### config.mk
export PLATFORM = sky130hd
export DESIGN_NAME = scb_32
export DESIGN_NICKNAME = d
export VERILOG_FILES = /design/src/rtl/scb_32.sv
export SDC_FILE = /design/constraint.sdc
export NUM_CORES = 1
export LEC_CHECK = 0
export BUFFER_PORTS_ARGS = -buffer_cell sky130_fd_sc_hd__buf_2
export CAP_MARGIN = 20
export CORE_MARGIN = 2
export CORE_UTILIZATION = 50
export CTS_BUF_LIST = sky130_fd_sc_hd__clkbuf_4
export CTS_CLUSTER_DIAMETER = 30
export DETAILED_ROUTE_END_ITERATION = 10
export PLACE_DENSITY = 0.75
export SLEW_MARGIN = 20
export SYNTH_ARGS = -nofsm -noshare
export SYNTH_HDL_FRONTEND = slang
export SYNTH_SLANG_ARGS = --single-unit
### constraint.sdc
create_clock -name i_clk -period 2.98 [get_ports i_clk]
set_clock_uncertainty 0.2 [all_clocks]
set_input_delay 0.298 -clock i_clk [delete_from_list [all_inputs] [get_ports i_clk]]
set_output_delay 0.298 -clock i_clk [all_outputs]
set_load 0.02 [all_outputs]
### src/rtl/scb_32.sv
// In-order issue scoreboard: tracks in-flight register writes in a writeback
// slot shift register, stalls on RAW/WAW/writeback-port hazards, drives RF write.
module scb_32_slot #(
  parameter int RW = 5
) (
  input  logic          i_clk,
  input  logic          i_rst,
  input  logic          i_alloc,
  input  logic [RW-1:0] i_alloc_reg,
  input  logic          i_up_v,
  input  logic [RW-1:0] i_up_r,
  output logic          o_v,
  output logic [RW-1:0] o_r
);
  // The hazard logic guarantees the slot above is empty whenever we allocate.
  always_ff @(posedge i_clk or posedge i_rst) begin
    if (i_rst) begin
      o_v <= 1'b0;
      o_r <= '0;
    end else if (i_alloc) begin
      o_v <= 1'b1;
      o_r <= i_alloc_reg;
    end else begin
      o_v <= i_up_v;
      o_r <= i_up_r;
    end
  end
endmodule

module scb_32 #(
  parameter int NUM_REG  = 32,
  parameter int ALU_LAT  = 1,
  parameter int LOAD_LAT = 3,
  localparam int REG_SELECT = $clog2(NUM_REG),
  localparam int MAX_LAT    = (ALU_LAT > LOAD_LAT) ? ALU_LAT : LOAD_LAT
) (
  input  logic                  i_clk,
  input  logic                  i_rst,
  input  logic                  i_valid,
  input  logic [REG_SELECT-1:0] i_select_a,
  input  logic [REG_SELECT-1:0] i_select_b,
  input  logic [REG_SELECT-1:0] i_select_c,
  input  logic                  i_is_write,
  input  logic                  i_is_load,
  input  logic                  i_is_store,
  output logic                  o_stall,
  output logic                  o_issue,
  output logic                  o_wb_valid,
  output logic [REG_SELECT-1:0] o_wb_reg,
  output logic                  o_busy,
  output logic [15:0]           o_stall_cnt
);
  logic [MAX_LAT:1]                 slot_v;
  logic [MAX_LAT:1][REG_SELECT-1:0] slot_r;
  logic [MAX_LAT:1]                 alloc;
  logic pend_a, pend_b, pend_c, port_busy;
  logic wr_tracked, use_c, raw, waw, port;
  int   lat;

  assign wr_tracked = i_is_write & (i_select_a != '0);
  assign use_c      = ~i_is_load & ~i_is_store;

  // Slot 1 is excluded from pending: the RF writes through in that cycle.
  always_comb begin
    pend_a = 1'b0;
    pend_b = 1'b0;
    pend_c = 1'b0;
    for (int k = 2; k <= MAX_LAT; k++) begin
      if (slot_v[k] && slot_r[k] == i_select_a) pend_a = 1'b1;
      if (slot_v[k] && slot_r[k] == i_select_b) pend_b = 1'b1;
      if (slot_v[k] && slot_r[k] == i_select_c) pend_c = 1'b1;
    end
  end

  always_comb begin
    lat       = i_is_load ? LOAD_LAT : ALU_LAT;
    port_busy = 1'b0;
    for (int k = 1; k < MAX_LAT; k++)
      if (lat == k) port_busy = slot_v[k+1];
  end

  assign raw     = pend_b | (use_c & pend_c) | (i_is_store & pend_a);
  assign waw     = wr_tracked & pend_a;
  assign port    = wr_tracked & port_busy;
  assign o_stall = i_valid & (raw | waw | port);
  assign o_issue = i_valid & ~o_stall;

  always_comb begin
    alloc = '0;
    for (int k = 1; k <= MAX_LAT; k++)
      alloc[k] = o_issue & wr_tracked & (lat == k);
  end

  for (genvar k = 1; k <= MAX_LAT; k++) begin : g_slot
    logic                  up_v;
    logic [REG_SELECT-1:0] up_r;
    if (k == MAX_LAT) begin : g_top
      assign up_v = 1'b0;
      assign up_r = '0;
    end else begin : g_mid
      assign up_v = slot_v[k+1];
      assign up_r = slot_r[k+1];
    end
    scb_32_slot #(.RW(REG_SELECT)) u_slot (
      .i_clk       (i_clk),
      .i_rst       (i_rst),
      .i_alloc     (alloc[k]),
      .i_alloc_reg (i_select_a),
      .i_up_v      (up_v),
      .i_up_r      (up_r),
      .o_v         (slot_v[k]),
      .o_r         (slot_r[k])
    );
  end

  assign o_wb_valid = slot_v[1];
  assign o_wb_reg   = slot_r[1];
  assign o_busy     = |slot_v;

  always_ff @(posedge i_clk or posedge i_rst) begin
    if (i_rst)                            o_stall_cnt <= '0;
    else if (o_stall && ~&o_stall_cnt)    o_stall_cnt <= o_stall_cnt + 16'd1;
  end
endmodule
==> out/qor.csv, run 1 <==
stage;metric;value;unit
run_status;run_status;finished clean;
pwr;totalPowerFinal;1.095;mW
floorplan;core.rowCount;21;
timing;finalWorstSetupSlack;245.8;ps
final_layout;finish.net_count;226;
floorplan;core_area;3363;um2
clock_network;tritoncts_num_sinks;34;
worst_setup_path;cpPeakStageDelay;460;ps
worst_setup_path;path_max_fanout;7;
final_layout;area_growth_syn_to_layout;22.28;%
worst_setup_path;r2r.worst_path.cells;6;
run;maxCapViolations;0;
placed_design;place_inst;242;
worst_setup_path;r2r-end;o_stall_cnt[1]$_DFFE_PP0P_;
yosys;post_synth_inst_count;152;
worst_setup_path;worstPathCellList;xor2_1 > nor4_1 > a32oi_1 > o2111a_2 > a21bo_2 > inv_1 > buf_2;
grt;gr-usage-all-layers;0.2191;
final_layout;final-instance-count-excl-fill;251;
worst_setup_path;reg2reg_setup_slack;440;ps
placed_design;pre_cts_ws;327.7;ps
yosys;synth.cells.most_frequent;sky130_fd_sc_hd__dfrtp_1 (34), sky130_fd_sc_hd__xor2_1 (30), sky130_fd_sc_hd__xnor2_1 (15);
yosys;postSynthNetCount;174;
grt;first_global_vias;1405;
grt;antenna_found_initial;0;
worst_setup_path;path_delay_family;compound AO/OA/AOI/OAI gates;
floorplan;die-area;4006;um2
yosys;synth.lib_cells_used.distinct;33;
pwr;leakage;1.142;nW
yosys;postSynthAreaPerCell;11.57;um2
yosys;yosys_most_used_dff;sky130_fd_sc_hd__dfrtp_1;
pwr;cellPowerDensity;509.4;nW/um2
timing;report.final.setup_viol;0;
min_path;worst_hold_path_type;input port to flip-flop;
yosys;post_synth_edffs;0;
yosys;post-synth-top-area-cell;sky130_fd_sc_hd__dfrtp_1;
floorplan;io_pins;46;
pwr;peakVddDrop;448.6;uV
final_layout;antenna-diode-count;0;
final_layout;final_layout_size_suffix_gt1_frac;0.3415;
clock_network;clk_latency;340;ps
placed_design;dp_hpwl;2905;um
worst_setup_path;worstSetupPathType;flip-flop to output port;
drt;firstDrtPassIters;4;
grt;grt_first_pass_wirelength;6693;um
timing;hold_viol_final;0;
yosys;synthesis.area;1758;um2
drt;drc;0;
yosys;fraction_of_registers_with_async_set_or_reset_after_synthesis;1.000;
clock_network;cts_setup_buffers;0;
drt;via_count;1363;
yosys;fraction_of_synthesized_cell_area_taken_by_the_top_area_cell_type;0.4840;
final_layout;fin_util;0.6391;
timing;fmaxAchievable;0.3657;GHz
placed_design;final_estimated_routing_congestion_in_global_placement;0.9043;
clock_network;cts_max_path_buffers;2;
worst_setup_path;cp.required;2480;ps
worst_setup_path;crit_buf_inv;2;
min_path;hold_path_end;g_slot[3].u_slot.o_r[2]$_DFF_PP0_;
yosys;yosysMostFrequentCell;sky130_fd_sc_hd__dfrtp_1;
timing;final.min_clock_period;2734;ps
drt;post_drt_via_cell_ratio;5.430;
clock_network;clock_tree.htree_level_count;2;
min_path;holdCritStartpoint;i_select_a[2];
min_path;min_delay_path_depth;2;
worst_setup_path;worstSetupStartpointType;flip-flop;
timing;rsz0062_at_grt;no;
timing;maxSlewViolCount;0;
floorplan;overall_die_height;63.30;um
timing;period_share;0.9175;
floorplan;die_x;63.30;um
clock_network;cts_root_buffer;sky130_fd_sc_hd__clkbuf_4;
floorplan;effective_utilization_at_floorplan;0.5227;
clock_network;clk_transition_reported_paths;110;ps
drt;drtIter0Drc;42;
worst_setup_path;cp_slowest_cell;sky130_fd_sc_hd__dfrtp_1;
clock_network;cts_tree;done;
worst_setup_path;endpoint_kind;output port;
grt;maximum_number_of_pins_on_one_net_before_global_route_repair;35;
yosys;synth_seq_cells;34;
clock_network;numCtsBuffers;5;
yosys;yosysWarnings;0;
placed_design;buffer_ports.inserted;45;
timing;max_slew.worst_pin.slew;519.0;ps
worst_setup_path;critical_path_arrival;2240;ps
drt;postRouteAntennaNets;0;
drt;finalWirelength;3953;um
drt;avgRoutedWirePerCell;15.75;um
timing;relSlewSlack;0.6540;
timing;setup_tns;0;ps
yosys;largest_cells_by_area_after_synthesis;sky130_fd_sc_hd__dfrtp_1 (48%), sky130_fd_sc_hd__xor2_1 (15%), sky130_fd_sc_hd__xnor2_1 (7.5%), sky130_fd_sc_hd__mux2_4 (4.3%), sky130_fd_sc_hd__nand3_1 (2.6%);
grt;grt_overflow_total;0;
yosys;synth.yosys.seq_area_share;0.4840;
worst_setup_path;crit-reg2reg-launch;g_slot[3].u_slot.o_r[3]$_DFF_PP0_;
[timing repair]
action	4_1_cts	5_1_grt
gates resized for setup	0	0
hold buffers	1	0
hold endpoints to repair	34	0
[cell usage in the layout (no fill, tap or decap), drive strengths merged]
cell type,n
a21bo,1
a21oi,1
a31oi,1
a32oi,1
and2,4
and3,5
and4,5
buf,46
bufinv,2
clkbuf,5
clkinv,1
dfrtp,34
dlygate4sd3,1
ha,1
inv,3
mux2,6
nand2,6
nand2b,1
nand3,10
nand4,5
nor2,4
nor3,5
nor4,6
o2111a,1
o21a,1
o21ai,1
or2b,1
or3,1
or4,1
xnor2,15
xor2,30
[how the worst max path moves through the flow]
stage | from | end | slack [ps] | cells past startpoint
after global routing | g_slot[3].u_slot.o_r[0]$_DFF_PP0_ | o_stall | 150 | 7
after floorplan | i_select_a[1] | g_slot[1].u_slot.o_r[0]$_DFF_PP0_ | 600 | 8
after global placement | i_select_a[1] | g_slot[1].u_slot.o_r[2]$_DFF_PP0_ | 410 | 7
after detailed placement | i_select_a[1] | g_slot[1].u_slot.o_r[2]$_DFF_PP0_ | 330 | 7
after CTS | g_slot[3].u_slot.o_r[0]$_DFF_PP0_ | o_stall | 250 | 7
final | g_slot[3].u_slot.o_r[3]$_DFF_PP0_ | o_stall | 250 | 7
[layer usage]
layer	part of all wire	vias to the layer above	track usage	routed length, um
met5	0	-	0	0
met3	0.065	2	0.07143	258
met4	0.0038	0	0.06250	15
met2	0.51	46	0.3763	2027
li1	-	637	-	-
met1	0.42	678	0.2635	1651
[power breakdown]
part           switching [mW]  internal [mW]  total (mW)
sequential             0.0294          0.485       0.515
combinational          0.0895         0.0668       0.156
clock                   0.162          0.262       0.424
total                   0.281          0.814        1.09
[worst reg2reg max path, stage by stage (launching register included)]
cell and delay (ps):
sky130_fd_sc_hd__dfrtp_1 460, sky130_fd_sc_hd__xor2_1 170, sky130_fd_sc_hd__nor4_1 320, sky130_fd_sc_hd__a32oi_1 150, sky130_fd_sc_hd__o2111a_2 300, sky130_fd_sc_hd__a21oi_2 430, sky130_fd_sc_hd__mux2_2 400
[cell type report]
| cell class | count | area [um2] |
|---|---|---|
| clock inverters | 3 | 68.82 |
| multi-input cells | 113 | 880.8 |
| flip-flops and latches | 34 | 850.8 |
| repair buffers | 47 | 242.7 |
| clock buffers | 5 | 37.54 |
| well taps | 46 | 57.56 |
| inverters | 3 | 11.26 |
| fillers | 305 | 1214 |
[stage by stage]
stage | hold slack, ps | instance area, um2
floorplan | 206.7 | 1758
global placement | 196.5 | 2033
detailed placement | 210.4 | 2033
CTS | 38.35 | 2150
global route | 33.10 | 2150
finish | 56.08 | 2150
[kinds of logic after synthesis]
family          after synthesis  synth area share
compound gates                7           0.03417
xor+xnor                     45            0.2242
buf+inv                       5           0.01494
simple gates                 54            0.1865
mux                           6           0.04911
flops                        34            0.4840
fa+ha+maj                     1          0.007116
[sequential cells by signal, indices dropped and copies added (netlist names)]
register,flops
o_stall_cnt,16
g_slot.u_slot.o_r,15
g_slot.u_slot.o_v,3
Note: power is estimated with default switching activity, not from simulation.
==> run 2, diff against run 1 <==
CTS_BUF_LIST = sky130_fd_sc_hd__clkbuf_8   (was sky130_fd_sc_hd__clkbuf_4)
==> run 2 against run 1 <==
Combinational power about the same. Sequential cell count did not move. Die area unchanged. Critical path type unchanged.
==> out/qor.csv, run 2 (synthesis gave the netlist of run 1 again) <==
stage;metric;value;unit;change
placed_design;place_inst;242;;unchanged
pwr;peakVddDrop;351.2;uV;was 448.6 uV
grt;maximum_number_of_pins_on_one_net_before_global_route_repair;35;;unchanged
final_layout;fin_util;0.6484;;was 0.6391
min_path;worst_hold_path_type;input port to flip-flop;;unchanged
timing;fmaxAchievable;0.3755;GHz;was 0.3657 GHz
final_layout;multiInputGateArea;880.8;um2;unchanged
final_layout;finish.net_count;226;;unchanged
grt;antenna_found_initial;0;;unchanged
clock_network;tritoncts_num_sinks;34;;unchanged
final_layout;postLayoutCellArea;2181;um2;was 2150 um2
worst_setup_path;endpoint_kind;output port;;unchanged
grt;first_global_vias;1410;;was 1405
timing;setup_tns;0;ps;unchanged
clock_network;clk_latency;290;ps;was 340 ps
floorplan;core_area;3363;um2;unchanged
placed_design;pre_cts_ws;327.7;ps;unchanged
timing;relSlewSlack;0.6649;;was 0.6540
drt;avgRoutedWirePerCell;15.91;um;was 15.75 um
floorplan;io_pins;46;;unchanged
placed_design;final_estimated_routing_congestion_in_global_placement;0.9043;;unchanged
drt;drc;0;;unchanged
final_layout;area_growth_syn_to_layout;24.06;%;was 22.28%
worst_setup_path;reg2reg_setup_slack;470;ps;was 440 ps
drt;via_count;1349;;was 1363
final_layout;antenna-diode-count;0;;unchanged
worst_setup_path;cp.required;2480;ps;about the same
worst_setup_path;r2r-end;o_stall_cnt[1]$_DFFE_PP0P_;;unchanged
final_layout;top_regs;o_stall_cnt: 16 flops, g_slot.u_slot.o_r: 15 flops, g_slot.u_slot.o_v: 3 flops;;unchanged
floorplan;die_x;63.30;um;unchanged
worst_setup_path;r2r.worst_path.cells;6;;unchanged
grt;grt_first_pass_wirelength;6741;um;was 6693 um
min_path;min_delay_path_depth;2;;unchanged
timing;rsz0062_at_grt;no;;unchanged
timing;period_share;0.8937;;was 0.9175
clock_network;cts_repair_resizes;0;;unchanged
floorplan;overall_die_height;63.30;um;unchanged
final_layout;layout_common_cells;sky130_fd_sc_hd__buf_2 (45), sky130_fd_sc_hd__dfrtp_1 (34), sky130_fd_sc_hd__xor2_1 (30);;unchanged
worst_setup_path;path_max_fanout;7;;unchanged
placed_design;buffer_ports.inserted;45;;unchanged
placed_design;postPlaceCellArea;2033;um2;unchanged
clock_network;clk_transition_reported_paths;70;ps;was 110 ps
floorplan;die-area;4006;um2;unchanged
clock_network;numCtsBuffers;5;;unchanged
grt;gr-usage-all-layers;0.2191;;unchanged
timing;report.final.setup_viol;0;;unchanged
floorplan;core.rowCount;21;;unchanged
drt;firstDrtPassIters;4;;unchanged
worst_setup_path;worstSetupPathType;flip-flop to output port;;unchanged
final_layout;fill_cells;303;;was 305
worst_setup_path;critical_path_arrival;2170;ps;was 2240 ps
drt;post_drt_via_cell_ratio;5.375;;was 5.430
clock_network;cts_tree;done;;unchanged
final_layout;final_layout_size_suffix_gt1_frac;0.3415;;unchanged
grt;grt_overflow_total;0;;unchanged
clock_network;cts_max_path_buffers;2;;unchanged
clock_network;cts_root_buffer;sky130_fd_sc_hd__clkbuf_8;;was sky130_fd_sc_hd__clkbuf_4
timing;maxSlewViolCount;0;;unchanged
final_layout;layout.cells.most_common;sky130_fd_sc_hd__buf_2;;unchanged
final_layout;largest-register;o_stall_cnt;;unchanged
timing;max_slew.worst_pin.slew;502.6;ps;was 519.0 ps
min_path;holdCritStartpoint;i_select_a[2];;unchanged
pwr;cellPowerDensity;539.7;nW/um2;was 509.4 nW/um2
drt;postRouteAntennaNets;0;;unchanged
placed_design;dp_hpwl;2905;um;unchanged
pwr;leakage;1.155;nW;was 1.142 nW
drt;drtIter0Drc;44;;was 42
min_path;hold_path_end;g_slot[3].u_slot.o_r[2]$_DFF_PP0_;;unchanged
run_status;run_status;finished clean;;unchanged
final_layout;final-instance-count-excl-fill;251;;unchanged
final_layout;largest_register_ffs;16;;unchanged
worst_setup_path;worstSetupStartpointType;flip-flop;;unchanged
timing;hold_viol_final;0;;unchanged
timing;finalWorstSetupSlack;316.9;ps;was 245.8 ps
run;maxCapViolations;0;;unchanged
final_layout;seq_area;850.8;um2;unchanged
timing;final.min_clock_period;2663;ps;was 2734 ps
clock_network;clock_tree.htree_level_count;2;;unchanged
worst_setup_path;crit-reg2reg-launch;g_slot[3].u_slot.o_r[3]$_DFF_PP0_;;unchanged
drt;finalWirelength;3993;um;was 3953 um
floorplan;effective_utilization_at_floorplan;0.5227;;unchanged
## run 2: cell counts in the layout (fill, tap and decap cells not counted)
Identical to the previous run, type by type.
## run 2: area by class of cell
cell class,instances,area share
multi-input cells,113,0.4039
flip-flops and latches,34,0.3901
repair buffers,47,0.1113
clock buffers,5,0.03155
clock inverters,3,0.03155
well taps,46,0.02639
inverters,3,0.005164
## run 2: what timing repair did
| action | CTS | global route |
|---|---|---|
| endpoints found under the hold margin | 34 | 0 |
| setup buffers | 0 | 0 |
| hold buffers | 1 | 0 |
## run 2: stage by stage
stage / hold slack [ps] / power (mW)
after floorplan: 206.7 / 0.6159
after global placement: 196.5 / 0.6708
after detailed placement: 210.4 / 0.6794
after CTS: 103.5 / 1.186
after global routing: 123.1 / 1.225
final: 110.7 / 1.177
## run 2: per-layer routing
layer / track usage / share of wire / routed length [um] / up-vias
li1: - / - / - / 635
met3: 0.06071 / 0.045 / 180 / 5
met2: 0.3843 / 0.50 / 2013 / 45
met1: 0.2646 / 0.44 / 1760 / 664
met4: 0.05978 / 0.0095 / 38 / 0
met5: 0 / 0 / 0 / -
## run 2: where the power goes
part	switching (mW)	internal [mW]
logic	0.0890	0.0668
clock network	0.171	0.335
registers	0.0298	0.486
## run 2: worst max-delay path by stage
stage | end | cells after the start | startpoint
after detailed placement | g_slot[1].u_slot.o_r[2]$_DFF_PP0_ | 7 | i_select_a[1]
after floorplan | g_slot[1].u_slot.o_r[0]$_DFF_PP0_ | 8 | i_select_a[1]
after CTS | o_stall | 7 | g_slot[3].u_slot.o_r[0]$_DFF_PP0_
after global placement | g_slot[1].u_slot.o_r[2]$_DFF_PP0_ | 7 | i_select_a[1]
final | o_stall | 7 | g_slot[3].u_slot.o_r[3]$_DFF_PP0_
after global routing | o_stall | 7 | g_slot[3].u_slot.o_r[0]$_DFF_PP0_
## run 2: critical path, cell delays in order (launching register included)
cell and delay [ps]:
sky130_fd_sc_hd__dfrtp_1 450, sky130_fd_sc_hd__xor2_1 170, sky130_fd_sc_hd__nor4_1 310, sky130_fd_sc_hd__a32oi_1 150
sky130_fd_sc_hd__o2111a_2 310, sky130_fd_sc_hd__a21bo_2 280, sky130_fd_sc_hd__inv_1 60, sky130_fd_sc_hd__buf_2 150
